**src/rtl/axis_sync_fifo_if.sv**
```systemverilog
// AXI-Stream bundle shared by the FIFO's input and output sides.
// master drives payload and tvalid; slave drives tready.
interface axis_sync_fifo_if #(
  parameter int unsigned DATA_WIDTH = 64,
  parameter int unsigned KEEP_WIDTH = DATA_WIDTH / 8
);

  logic [DATA_WIDTH-1:0] tdata;
  logic [KEEP_WIDTH-1:0] tkeep;
  logic                  tvalid;
  logic                  tready;
  logic                  tlast;
  logic                  tuser;

  modport master (
    output tdata,
    output tkeep,
    output tvalid,
    output tlast,
    output tuser,
    input  tready
  );

  modport slave (
    input  tdata,
    input  tkeep,
    input  tvalid,
    input  tlast,
    input  tuser,
    output tready
  );

endinterface

```
**src/rtl/axis_sync_fifo.sv**
```systemverilog
// Synchronous AXI-Stream FIFO: 2**ADDR_WIDTH-word RAM followed by a one-word output register.
// Optional status ports (count/full/empty) are built when AXIS_FIFO_STATUS_EN is defined.
module axis_sync_fifo #(
  parameter int unsigned ADDR_WIDTH = 4,
  parameter int unsigned DATA_WIDTH = 64,
  parameter int unsigned KEEP_WIDTH = DATA_WIDTH / 8
) (
  input  logic                  clk,
  input  logic                  rst,
  axis_sync_fifo_if.slave       input_axis,
  axis_sync_fifo_if.master      output_axis
`ifdef AXIS_FIFO_STATUS_EN
  ,
  output logic [ADDR_WIDTH:0]   status_count,
  output logic                  status_full,
  output logic                  status_empty
`endif
);

  localparam int unsigned Depth     = 2 ** ADDR_WIDTH;
  localparam int unsigned WordWidth = DATA_WIDTH + KEEP_WIDTH + 2;

  typedef logic [ADDR_WIDTH:0]  ptr_t;
  typedef logic [WordWidth-1:0] word_t;

  word_t                 mem_q [Depth];
  ptr_t                  wr_ptr_q, wr_ptr_d;
  ptr_t                  rd_ptr_q, rd_ptr_d;
  logic                  empty, full;
  logic                  wr_en, ld_en;
  word_t                 wr_word, rd_word;

  logic [DATA_WIDTH-1:0] out_data_q;
  logic [KEEP_WIDTH-1:0] out_keep_q;
  logic                  out_last_q;
  logic                  out_user_q;
  logic                  out_valid_q;

  // Flags come only from registered pointers, so tready never depends on the consumer.
  always_comb begin
    empty = (wr_ptr_q == rd_ptr_q);
    full  = (wr_ptr_q[ADDR_WIDTH] != rd_ptr_q[ADDR_WIDTH]) &&
            (wr_ptr_q[ADDR_WIDTH-1:0] == rd_ptr_q[ADDR_WIDTH-1:0]);
  end

  assign input_axis.tready = ~full & ~rst;

  always_comb begin
    wr_en    = input_axis.tvalid & ~full & ~rst;
    ld_en    = ~empty & (~out_valid_q | output_axis.tready);
    wr_ptr_d = wr_ptr_q + ptr_t'(wr_en);
    rd_ptr_d = rd_ptr_q + ptr_t'(ld_en);
    wr_word  = {input_axis.tlast, input_axis.tuser, input_axis.tkeep, input_axis.tdata};
    rd_word  = mem_q[rd_ptr_q[ADDR_WIDTH-1:0]];
  end

  // Storage is not reset; the pointers alone define which entries are live.
  always_ff @(posedge clk) begin
    if (wr_en) begin
      mem_q[wr_ptr_q[ADDR_WIDTH-1:0]] <= wr_word;
    end
  end

  always_ff @(posedge clk) begin
    if (rst) begin
      wr_ptr_q <= '0;
      rd_ptr_q <= '0;
    end else begin
      wr_ptr_q <= wr_ptr_d;
      rd_ptr_q <= rd_ptr_d;
    end
  end

  always_ff @(posedge clk) begin
    if (rst) begin
      out_data_q  <= '0;
      out_keep_q  <= '0;
      out_last_q  <= 1'b0;
      out_user_q  <= 1'b0;
      out_valid_q <= 1'b0;
    end else if (ld_en) begin
      {out_last_q, out_user_q, out_keep_q, out_data_q} <= rd_word;
      out_valid_q <= 1'b1;
    end else if (output_axis.tready) begin
      out_valid_q <= 1'b0;
    end
  end

  assign output_axis.tdata  = out_data_q;
  assign output_axis.tkeep  = out_keep_q;
  assign output_axis.tlast  = out_last_q;
  assign output_axis.tuser  = out_user_q;
  assign output_axis.tvalid = out_valid_q;

`ifdef AXIS_FIFO_STATUS_EN
  logic [ADDR_WIDTH:0] status_count_q;
  logic                status_full_q;
  logic                status_empty_q;

  // Computed from next-state pointers so status matches the pointers held after each edge.
  always_ff @(posedge clk) begin
    if (rst) begin
      status_count_q <= '0;
      status_full_q  <= 1'b0;
      status_empty_q <= 1'b1;
    end else begin
      status_count_q <= wr_ptr_d - rd_ptr_d;
      status_full_q  <= (wr_ptr_d[ADDR_WIDTH] != rd_ptr_d[ADDR_WIDTH]) &&
                        (wr_ptr_d[ADDR_WIDTH-1:0] == rd_ptr_d[ADDR_WIDTH-1:0]);
      status_empty_q <= (wr_ptr_d == rd_ptr_d);
    end
  end

  assign status_count = status_count_q;
  assign status_full  = status_full_q;
  assign status_empty = status_empty_q;
`endif

endmodule

```
**src/flat_wrapper.sv**
```systemverilog
// flat-port wrapper written by rule: the top's interface ports become plain ports
module axis_sync_fifo_flat 
#(
  parameter int unsigned ADDR_WIDTH = 4,
  parameter int unsigned DATA_WIDTH = 64,
  parameter int unsigned KEEP_WIDTH = DATA_WIDTH / 8
)
  (clk, rst, input_axis_tdata, input_axis_tkeep, input_axis_tvalid, input_axis_tlast, input_axis_tuser, input_axis_tready, output_axis_tdata, output_axis_tkeep, output_axis_tvalid, output_axis_tlast, output_axis_tuser, output_axis_tready);
  axis_sync_fifo_if #(.DATA_WIDTH(DATA_WIDTH), .KEEP_WIDTH(KEEP_WIDTH)) input_axis_i ();
  axis_sync_fifo_if #(.DATA_WIDTH(DATA_WIDTH), .KEEP_WIDTH(KEEP_WIDTH)) output_axis_i ();
  input  logic clk;
  input  logic rst;
  input wire logic [$bits(input_axis_i.tdata)-1:0] input_axis_tdata;
  input wire logic [$bits(input_axis_i.tkeep)-1:0] input_axis_tkeep;
  input wire logic [$bits(input_axis_i.tvalid)-1:0] input_axis_tvalid;
  input wire logic [$bits(input_axis_i.tlast)-1:0] input_axis_tlast;
  input wire logic [$bits(input_axis_i.tuser)-1:0] input_axis_tuser;
  output wire logic [$bits(input_axis_i.tready)-1:0] input_axis_tready;
  output wire logic [$bits(output_axis_i.tdata)-1:0] output_axis_tdata;
  output wire logic [$bits(output_axis_i.tkeep)-1:0] output_axis_tkeep;
  output wire logic [$bits(output_axis_i.tvalid)-1:0] output_axis_tvalid;
  output wire logic [$bits(output_axis_i.tlast)-1:0] output_axis_tlast;
  output wire logic [$bits(output_axis_i.tuser)-1:0] output_axis_tuser;
  input wire logic [$bits(output_axis_i.tready)-1:0] output_axis_tready;
  assign input_axis_i.tdata = input_axis_tdata;
  assign input_axis_i.tkeep = input_axis_tkeep;
  assign input_axis_i.tvalid = input_axis_tvalid;
  assign input_axis_i.tlast = input_axis_tlast;
  assign input_axis_i.tuser = input_axis_tuser;
  assign input_axis_tready = input_axis_i.tready;
  assign output_axis_tdata = output_axis_i.tdata;
  assign output_axis_tkeep = output_axis_i.tkeep;
  assign output_axis_tvalid = output_axis_i.tvalid;
  assign output_axis_tlast = output_axis_i.tlast;
  assign output_axis_tuser = output_axis_i.tuser;
  assign output_axis_i.tready = output_axis_tready;
  axis_sync_fifo #(.ADDR_WIDTH(ADDR_WIDTH), .DATA_WIDTH(DATA_WIDTH), .KEEP_WIDTH(KEEP_WIDTH)) u_core (.clk(clk), .rst(rst), .input_axis(input_axis_i), .output_axis(output_axis_i));
endmodule
```
**config.mk**
```make
export PLATFORM = sky130hd
export DESIGN_NAME = axis_sync_fifo_flat
export DESIGN_NICKNAME = d
export VERILOG_FILES = /design/src/rtl/axis_sync_fifo_if.sv /design/src/rtl/axis_sync_fifo.sv /design/src/flat_wrapper.sv
export SDC_FILE = /design/constraint.sdc
export NUM_CORES = 1
export LEC_CHECK = 0
export BUFFER_PORTS_ARGS = -buffer_cell sky130_fd_sc_hd__buf_2
export CORE_MARGIN = 5
export CORE_UTILIZATION = 36
export DETAILED_ROUTE_END_ITERATION = 10
export RECOVER_POWER = 50
export SLEW_MARGIN = 15
export SYNTH_ARGS = -nofsm -noshare
export SYNTH_HDL_FRONTEND = slang
export SYNTH_SLANG_ARGS = --single-unit
```
**constraint.sdc**
```tcl
create_clock -name clk -period 9.55 [get_ports clk]
set_input_delay 0.4775 -clock clk [delete_from_list [all_inputs] [get_ports clk]]
set_output_delay 0.4775 -clock clk [all_outputs]
set_load 0.005 [all_outputs]
```
# Word level (Yosys, flattened, before mapping)
# Memory sizes are Yosys's and may differ from the RTL's. A register that Yosys moved wholly into a read port is not among the register bits.
# Cells that the tools add are included.
dict set report totals {
  elab_cells 24
  latchBits 0
  memories 1
  mem_bits_ro 0
  ram_bits 1184
  ff_bits 11
  inputBits 78
  out_inout_bits 76
}
# memory words word_bits read_ports rd_clocked_by_memory_dff wr line_no
set mem_list {}
lappend mem_list {u_core.mem_q 16 74 1 1 1 axis_sync_fifo.sv:26} ;# word_t mem_q [Depth];
dict set report op_classes {
  bitwise_logic 9
  magnitude_cmp 0
  add_sub_neg 2
  muxes 4
  eq_ne 3
  shift 0
  reduce_logical 2
  mul 0
  div 0
}
# operator count
set op_table {}
lappend op_table {{5-bit by 1-bit adder with 5-bit output} 2}
lappend op_table {{5-bit equality test} 1}
lappend op_table {{1-bit bitwise AND} 4}
lappend op_table {{4-bit equality test} 1}
lappend op_table {{1-bit 2-to-1 mux} 4}
lappend op_table {{1-bit inverter} 4}
lappend op_table {{2-bit nonzero test} 1}
lappend op_table {{1-bit logical AND} 1}
lappend op_table {{1-bit inequality test} 1}
lappend op_table {{1-bit OR} 1}

# Depth between registers and ports, before layout
# Gate-level depths: netlist of the first run.
dict set report logic_depth {
  word_depth 7
  ltp_mapped 9
  ltp_nobuf 8
}

# Least setup slack after synthesis of the first run
# Ideal clock, no wire load.
dict set report synth_path {
  path_type {reg2reg}
  start {reg u_core.wr_ptr_q[0]}
  end {mem u_core.mem_q[0][0] (netlist name), enable pin}
  setup_ns 0.598
  path_buffers 1
  setup_slack_ns 2.612
  t_arrival_ns 6.340
  period_less_slack_ns 6.938
  required_time_ns 8.952
  stages_incl_launch_ff 7
  cell_sequence {dfxtp_1 buf_2 xnor2_1 nand4_1 o211a_1 or3b_1 nor3_1}
}
dict set report synth_via {
  elab_chain_len 7
}
# element line_no
set synth_rtl {}
lappend synth_rtl {{start, declared} axis_sync_fifo.sv:27} ;# ptr_t wr_ptr_q, wr_ptr_d;
lappend synth_rtl {{start signal, assigned} axis_sync_fifo.sv:69} ;# wr_ptr_q <= wr_ptr_d;
lappend synth_rtl {{4-bit equality test} axis_sync_fifo.sv:43} ;# (wr_ptr_q[ADDR_WIDTH-1:0] == rd_ptr_q[ADDR_WIDTH-1:0]);
lappend synth_rtl {{1-bit logical AND} axis_sync_fifo.sv:42} ;# full = (wr_ptr_q[ADDR_WIDTH] != rd_ptr_q[ADDR_WIDTH]) &&
lappend synth_rtl {{1-bit inverter} axis_sync_fifo.sv:49} ;# wr_en = input_axis.tvalid & ~full & ~rst;
lappend synth_rtl {{1-bit bitwise AND (2 in series)} axis_sync_fifo.sv:49}
lappend synth_rtl {{1-bit 2-to-1 mux} axis_sync_fifo.sv:59} ;# if (wr_en) begin
lappend synth_rtl {{1-bit 2-to-1 mux (not written as such)} axis_sync_fifo.sv:60} ;# mem_q[wr_ptr_q[ADDR_WIDTH-1:0]] <= wr_word;
lappend synth_rtl {{end, declared} axis_sync_fifo.sv:26}
# Parallel ways exist; a longest one is shown, timed or not.

# Worst setup path after layout of the first run
dict set report layout_path {
  start {reg u_core.rd_ptr_q[0]}
  end {reg u_core.out_data_q[37] (netlist: u_core.output_axis.tdata[37]), read port of u_core.mem_q}
}
dict set report layout_via {
  elab_chain_len 3
}
# element line_no
set layout_rtl {}
lappend layout_rtl {{start, declared} axis_sync_fifo.sv:28} ;# ptr_t rd_ptr_q, rd_ptr_d;
lappend layout_rtl {{start signal, assigned} axis_sync_fifo.sv:70} ;# rd_ptr_q <= rd_ptr_d;
lappend layout_rtl {{5-bit equality test} axis_sync_fifo.sv:41} ;# empty = (wr_ptr_q == rd_ptr_q);
lappend layout_rtl {{1-bit inverter} axis_sync_fifo.sv:50} ;# ld_en = ~empty & (~out_valid_q | output_axis.tready);
lappend layout_rtl {{1-bit bitwise AND} axis_sync_fifo.sv:50}
lappend layout_rtl {{end, declared} axis_sync_fifo.sv:33} ;# logic [DATA_WIDTH-1:0] out_data_q;
# Parallel ways exist; a longest one is shown, timed or not.
# A chain may end at the register's enable or synchronous reset.

==> results.toml, run 1 <==
[outcome]
outcome = "finished, final reports clean"

[setup_path]
end_kind = "register"
required_ns = 10.19
critPathArrivalTime_ns = 5.32
crit_type = "reg2reg"
worstPathCellList = "buf_4 > buf_4 > buf_4 > mux4_2 > a22oi_1 > nand2_1 > a22o_1"
worstPathMaxFanout = 49
crit_top_cell = "buf_4"
crit_path_top_delay_cell = "dfxtp_4"
critPathBufInv = 3
slowest_delay_ns = 0.96
cp_top_family = "buffers and inverters"
startpoint_type = "register"

[yosys]
yosys.area_share.simple = 0.0109
yosysSeqAreaShare = 0.792
synth_area_sq_um = 47000
synth_fp_nets = 2132
synthAdderAreaFrac = 0.00106
synth-compound-area-share = 0.0379
ys.flop_type = "edfxtp_1"
syn_inst = 2050
synthArstFlopShare = 0
synth_seq_cells = 1269
synth-xor-area-share = 0.00223
synth_edf_count = 1184
synth.area.top_cells = "edfxtp_1 (76%), mux4_2 (14%), dfxtp_1 (3.6%), a22oi_1 (2.4%), a22o_1 (1.4%)"
synth_top_family_by_area = "multiplexers"
synth_mux_area_frac = 0.142
synth_warnings = 0
synth.largest_area_cell = "edfxtp_1"
avgSynthCellArea_sq_um = 23.0
synth_cell_types = 27
synth_top_area_frac = 0.756

[cts]
cts_resized = 0
numCtsBuffers = 132
cts_tree = "built"
cts_max_path_buffers = 3
cts.sinks = 1269
htree_num_levels = 4
clk_latency_ns = 0.74
cts_hold_buf = 0
clk_pin_slew_ns = 0.06
clockRootBuffer = "clkbuf_16"
post_cts_buffers = 0

[power]
sw_frac_of_total = 0.241
intPower_w = 0.0100
combPwrFrac = 0.141
power_frac_seq = 0.488
power_density_nw_per_um2 = 245
p_sw_w = 0.00318
peakVddDrop_mv = 0.167
p_clk_frac = 0.371
leakage_nw = 16.4

[sta]
setup_viol = 0
tns_ns = 0
max_clock_freq_ghz = 0.214
maxSlewViolCount = 0
timing.hold.ws_ns = 0.115
min_period_ns = 4.68
hold_viol = 0
fin_crit_sh = 0.490
rsz0062_at_grt = "false"
tightestPinTransition_ns = 1.16
finClkSkew_ns = 0.0269
relSlewSlack = 0.228

[route]
wl_per_cell_um = 26.9
drt-initial-drc-count = 1939
final_antenna_net_count = 0
vias = 21802
post_drt_via_cell_ratio = 5.29
routed_wl_mm = 111
drc = 0
first_pass_iters = 5

[place]
place_area_sq_um = 49900
dp_hpwl_mm = 55.3
gp_congestion = 0.694
io_buffers = 153

[grt]
grt_pass1_wl_mm = 161
overflow = 0
antenna_found_initial = 15
grt_max_degree = 175
grt_pass1_vias = 23389
grt_usage = 0.161

[floorplanning]
num_io_pins = 154
die_h_um = 372
coreArea_sq_um = 130000
fp.dieW_um = 372
die_area_sq_um = 138000
initial_core_util = 0.363
rows = 132

[hold_path]
min_path_type = "in2reg"

[layout]
area_delta_synth_final_pct = 14.4
final_net_count = 2348
utilization = 0.415
final_area_sq_um = 53800
final_layout_size_suffix_gt1_frac = 0.237

[run]
cap_violations = 0
[path summary, 6_finish.rpt]
check / start / endpoint / slack (ns) / depth (start not counted)
worst max register to register: u_core.rd_ptr_q[0]$_SDFF_PP0_ / u_core.output_axis.tdata[37]$_SDFFE_PP0P_ / 4.87 / 7
worst max-delay path: u_core.rd_ptr_q[0]$_SDFF_PP0_ / u_core.output_axis.tdata[37]$_SDFFE_PP0P_ / 4.87 / 7
worst min-delay path: rst / u_core.rd_ptr_q[4]$_SDFF_PP0_ / 0.12 / 2
worst min register to register: u_core.output_axis.tkeep[2]$_SDFFE_PP0P_ / u_core.output_axis.tkeep[2]$_SDFFE_PP0P_ / 0.47 / 1
[cell families (layout without fill, tap and decap cells)]
group,after synthesis,count (layout)
flops,1269,1269
fa+ha+maj,4,4
simple gates,122,122
other cells,0,3
xor+xnor,12,12
buf+inv,122,447
compound gates,225,225
mux,296,296
[power groups by stage]
| stage | registers [W] | logic (W) | clock network, W |
|---|---|---|---|
| 5_1_grt | 0.00648 | 0.00204 | 0.00525 |
| 3_5_place_dp | 0.00656 | 0.00195 | 0 |
| 2_1_floorplan | 0.00645 | 0.00146 | 0 |
| 4_1_cts | 0.00645 | 0.00196 | 0.00502 |
| 6_report | 0.00645 | 0.00187 | 0.00489 |
| 3_3_place_gp | 0.00656 | 0.00192 | 0 |
[metal layers]
layer,share of wire,vias up,track usage
met2,0.48,663,0.258
met1,0.44,11745,0.220
met4,0.016,18,0.0375
met3,0.068,162,0.0436
met5,0.0010,-,0
li1,-,9214,-
[cell usage after synthesis, types with 7 or more instances]
library cell / instances
edfxtp_1: 1184
mux4_2: 296
a22oi_1: 148
dfxtp_1: 85
nand2_1: 75
a22o_1: 74
clkbuf_1: 58
buf_2: 34
nor2_1: 23
buf_6: 19
buf_4: 9
nor2b_1: 7
xnor2_1: 7
[flip-flops by register name, indices dropped and copies added, names as in the netlist]
signal	count
u_core.output_axis.tvalid	1
u_core.output_axis.tdata	64
u_core.output_axis.tuser	1
u_core.mem_q	1184
u_core.output_axis.tlast	1
u_core.output_axis.tkeep	8
u_core.wr_ptr_q	5
u_core.rd_ptr_q	5
[placed cells by master, fill, tap and decap left out, types with 4 or more instances in the layout]
cell and instances:
clkbuf_16 138, clkinv_2 19, mux4_2 296, a22oi_1 148, nor2b_1 4, nor2_4 14
nand2_1 75, clkbuf_8 5, a22o_1 74, xor2_1 5, clkinv_1 26, buf_4 49
dfxtp_1 83, edfxtp_1 1184, buf_2 13, nor2_1 9, ha_1 4, bufinv_16 5
inv_6 6, clkbuf_1 176, nand3_1 5, xnor2_1 7, nor3_2 4
[through the flow]
step           setup slack [ns]  cells  power [W]
5_1_grt                    4.21   4117     0.0138
4_1_cts                    4.61   4117     0.0134
3_3_place_gp               4.71   3874    0.00849
3_5_place_dp               4.63   3874    0.00852
6_report                   4.87   4120     0.0132
2_1_floorplan              2.61   2050    0.00791
[layout make-up]
type                       instances  area (sq um)
timing repair buffer             203           978
inverter                           1          3.75
fill                           11181         75800
tap                             1742          2180
multi-input combinational        659          9270
clock buffer                     180          3660
antenna                            3          7.51
sequential                      1269         37300
clock inverter                    63           487
[worst register-to-register path: stages (launching register included)]
cell	delay, ns
dfxtp_4	0.96
buf_4	0.92
buf_4	0.76
buf_4	0.80
mux4_2	0.66
a22oi_1	0.23
nand2_1	0.08
a22o_1	0.18
Power figures use the tool's default switching activity.
==> run 2, diff against run 1 <==
==> constraint.sdc (replaced) <==
create_clock -name clk -period 4.8 [get_ports clk]
set_input_delay 0.24 -clock clk [delete_from_list [all_inputs] [get_ports clk]]
set_output_delay 0.24 -clock clk [all_outputs]
set_load 0.005 [all_outputs]
==> run 2 against run 1 <==
Effect of this change: combinational power is 110% higher; global-route usage rose by 0.40 points; cell area increased by 2.5%; non-clock buffer count grew 77; core utilization up 1.0 points; clock power grew 110%; worst setup slack worse by 3.3 ns; largest cell class unchanged; final cell count grew 1.9%; clock skew grew 0.013 ns; sequential share of layout area shrank 1.7 points.
==> results.toml, run 2 (synthesis gave the netlist of run 1 again) <==
[grt]
grt_usage = 0.165
overflow = 0
grt_pass1_vias = 23771
grt_pass1_wl_mm = 165
antenna_found_initial = 8
grt_max_degree = 114

[place]
dp_hpwl_mm = 57.5
io_buffers = 153
post-place-ws_ns = 1.54
gp_congestion = 0.709

[sta]
timing.hold.ws_ns = 0.169
setup_viol = 0
max_clock_freq_ghz = 0.307
hold_viol = 0
tightestPinTransition_ns = 1.08
layout_setup_ws_ns = 1.55
finClkSkew_ns = 0.0396
fin_crit_sh = 0.678
maxSlewViolCount = 0
relSlewSlack = 0.281
min_period_ns = 3.25
rsz0062_at_grt = "false"

[cts]
clk_latency_ns = 0.74
htree_num_levels = 4
cts_max_path_buffers = 3
cts_tree = "built"
post_cts_buffers = 0
numCtsBuffers = 132
clk_pin_slew_ns = 0.06
clockRootBuffer = "clkbuf_16"
cts.sinks = 1269

[floorplanning]
die_area_sq_um = 138000
die_h_um = 372
initial_core_util = 0.363
rows = 132
coreArea_sq_um = 130000
num_io_pins = 154
fp.dieW_um = 372

[route]
first_pass_iters = 7
drc = 0
wl_per_cell_um = 27.1
route.met2.wl_mm = 55.2
wl_met1_mm = 48.8
post_drt_via_cell_ratio = 5.33
top_layer = "met5"
vias = 22394
final_antenna_net_count = 0
drt-initial-drc-count = 2129
routed_wl_mm = 114
wl_met3_mm = 7.46

[setup_path]
end_kind = "register"
critPathArrivalTime_ns = 3.86
crit_type = "reg2reg"
startpoint_type = "register"
required_ns = 5.41
worstPathMaxFanout = 54

[layout]
area_delta_synth_final_pct = 17.3
final_net_count = 2425
layout_common_cells = "edfxtp_1 (1184), mux4_2 (296), clkbuf_1 (177)"
layout_commonest_cell = "edfxtp_1"
largest_reg_flops = 1184
final_layout_size_suffix_gt1_frac = 0.234

[hold_path]
min_path_type = "in2reg"

[power]
p_clk_frac = 0.380
power_density_nw_per_um2 = 487
leakage_nw = 16.9
sw_frac_of_total = 0.241
intPower_w = 0.0204
peakVddDrop_mv = 0.356
combPwrFrac = 0.146
p_sw_w = 0.00646
power_frac_seq = 0.474

[outcome]
outcome = "finished, final reports clean"

[run]
cap_violations = 0
## run 2: cell type report
type	instances	area (sq um)
clock buffer	180	3670
multi-input combinational	659	9270
inverter	1	3.75
tap	1742	2180
fill	11068	74500
antenna	4	10.0
clock inverter	64	692
timing repair buffer	280	2080
sequential	1269	37300
## run 2: worst paths after layout
| path | from | end | slack (ns) | cells past startpoint |
|---|---|---|---|---|
| max reg2reg | u_core.rd_ptr_q[1]$_SDFF_PP0_ | u_core.output_axis.tdata[55]$_SDFFE_PP0P_ | 1.55 | 6 |
| min reg2reg | u_core.output_axis.tdata[39]$_SDFFE_PP0P_ | u_core.output_axis.tdata[39]$_SDFFE_PP0P_ | 0.48 | 1 |
| max | u_core.rd_ptr_q[1]$_SDFF_PP0_ | u_core.output_axis.tdata[55]$_SDFFE_PP0P_ | 1.55 | 6 |
| min | input_axis_tvalid | u_core.wr_ptr_q[0]$_SDFF_PP0_ | 0.17 | 4 |
## run 2: stage by stage
step,area [sq um],std cells,util,setup TNS [ns],power [W]
floorplan,47100,2050,-,-416.75,0.0157
global placement,50200,3875,0.387,0,0.0170
detailed placement,50200,3875,0.387,0,0.0170
CTS,55300,4195,0.427,0,0.0273
global route,55200,4195,0.425,0,0.0280
finish,55200,4199,0.426,0,0.0269
## run 2: timing repair
action	4_1_cts	5_1_grt
gates resized for setup	0	0
hold buffers	76	0
endpoints found under the hold margin	1195	0
## run 2: power by group through the flow
| stage | sequential [W] | combinational, W | clock (W) |
|---|---|---|---|
| after CTS | 0.0127 | 0.00410 | 0.0104 |
| after global routing | 0.0128 | 0.00428 | 0.0109 |
| after global placement | 0.0130 | 0.00399 | 0 |
| after floorplan | 0.0128 | 0.00290 | 0 |
| after detailed placement | 0.0130 | 0.00403 | 0 |
| final | 0.0127 | 0.00393 | 0.0102 |
## run 2: critical path, cell delays in order (launching register included)
cell and delay [ns]:
dfxtp_4 0.76, buf_4 0.62, buf_4 0.74, mux4_2 0.41, a22oi_1 0.20, nand2_1 0.09
a22o_1 0.18
## run 2: routing by layer
| layer | GRT usage | vias to the layer above |
|---|---|---|
| li1 | - | 9352 |
| met1 | 0.230 | 12107 |
| met2 | 0.264 | 765 |
| met3 | 0.0361 | 164 |
| met4 | 0.0434 | 6 |
| met5 | 0 | - |
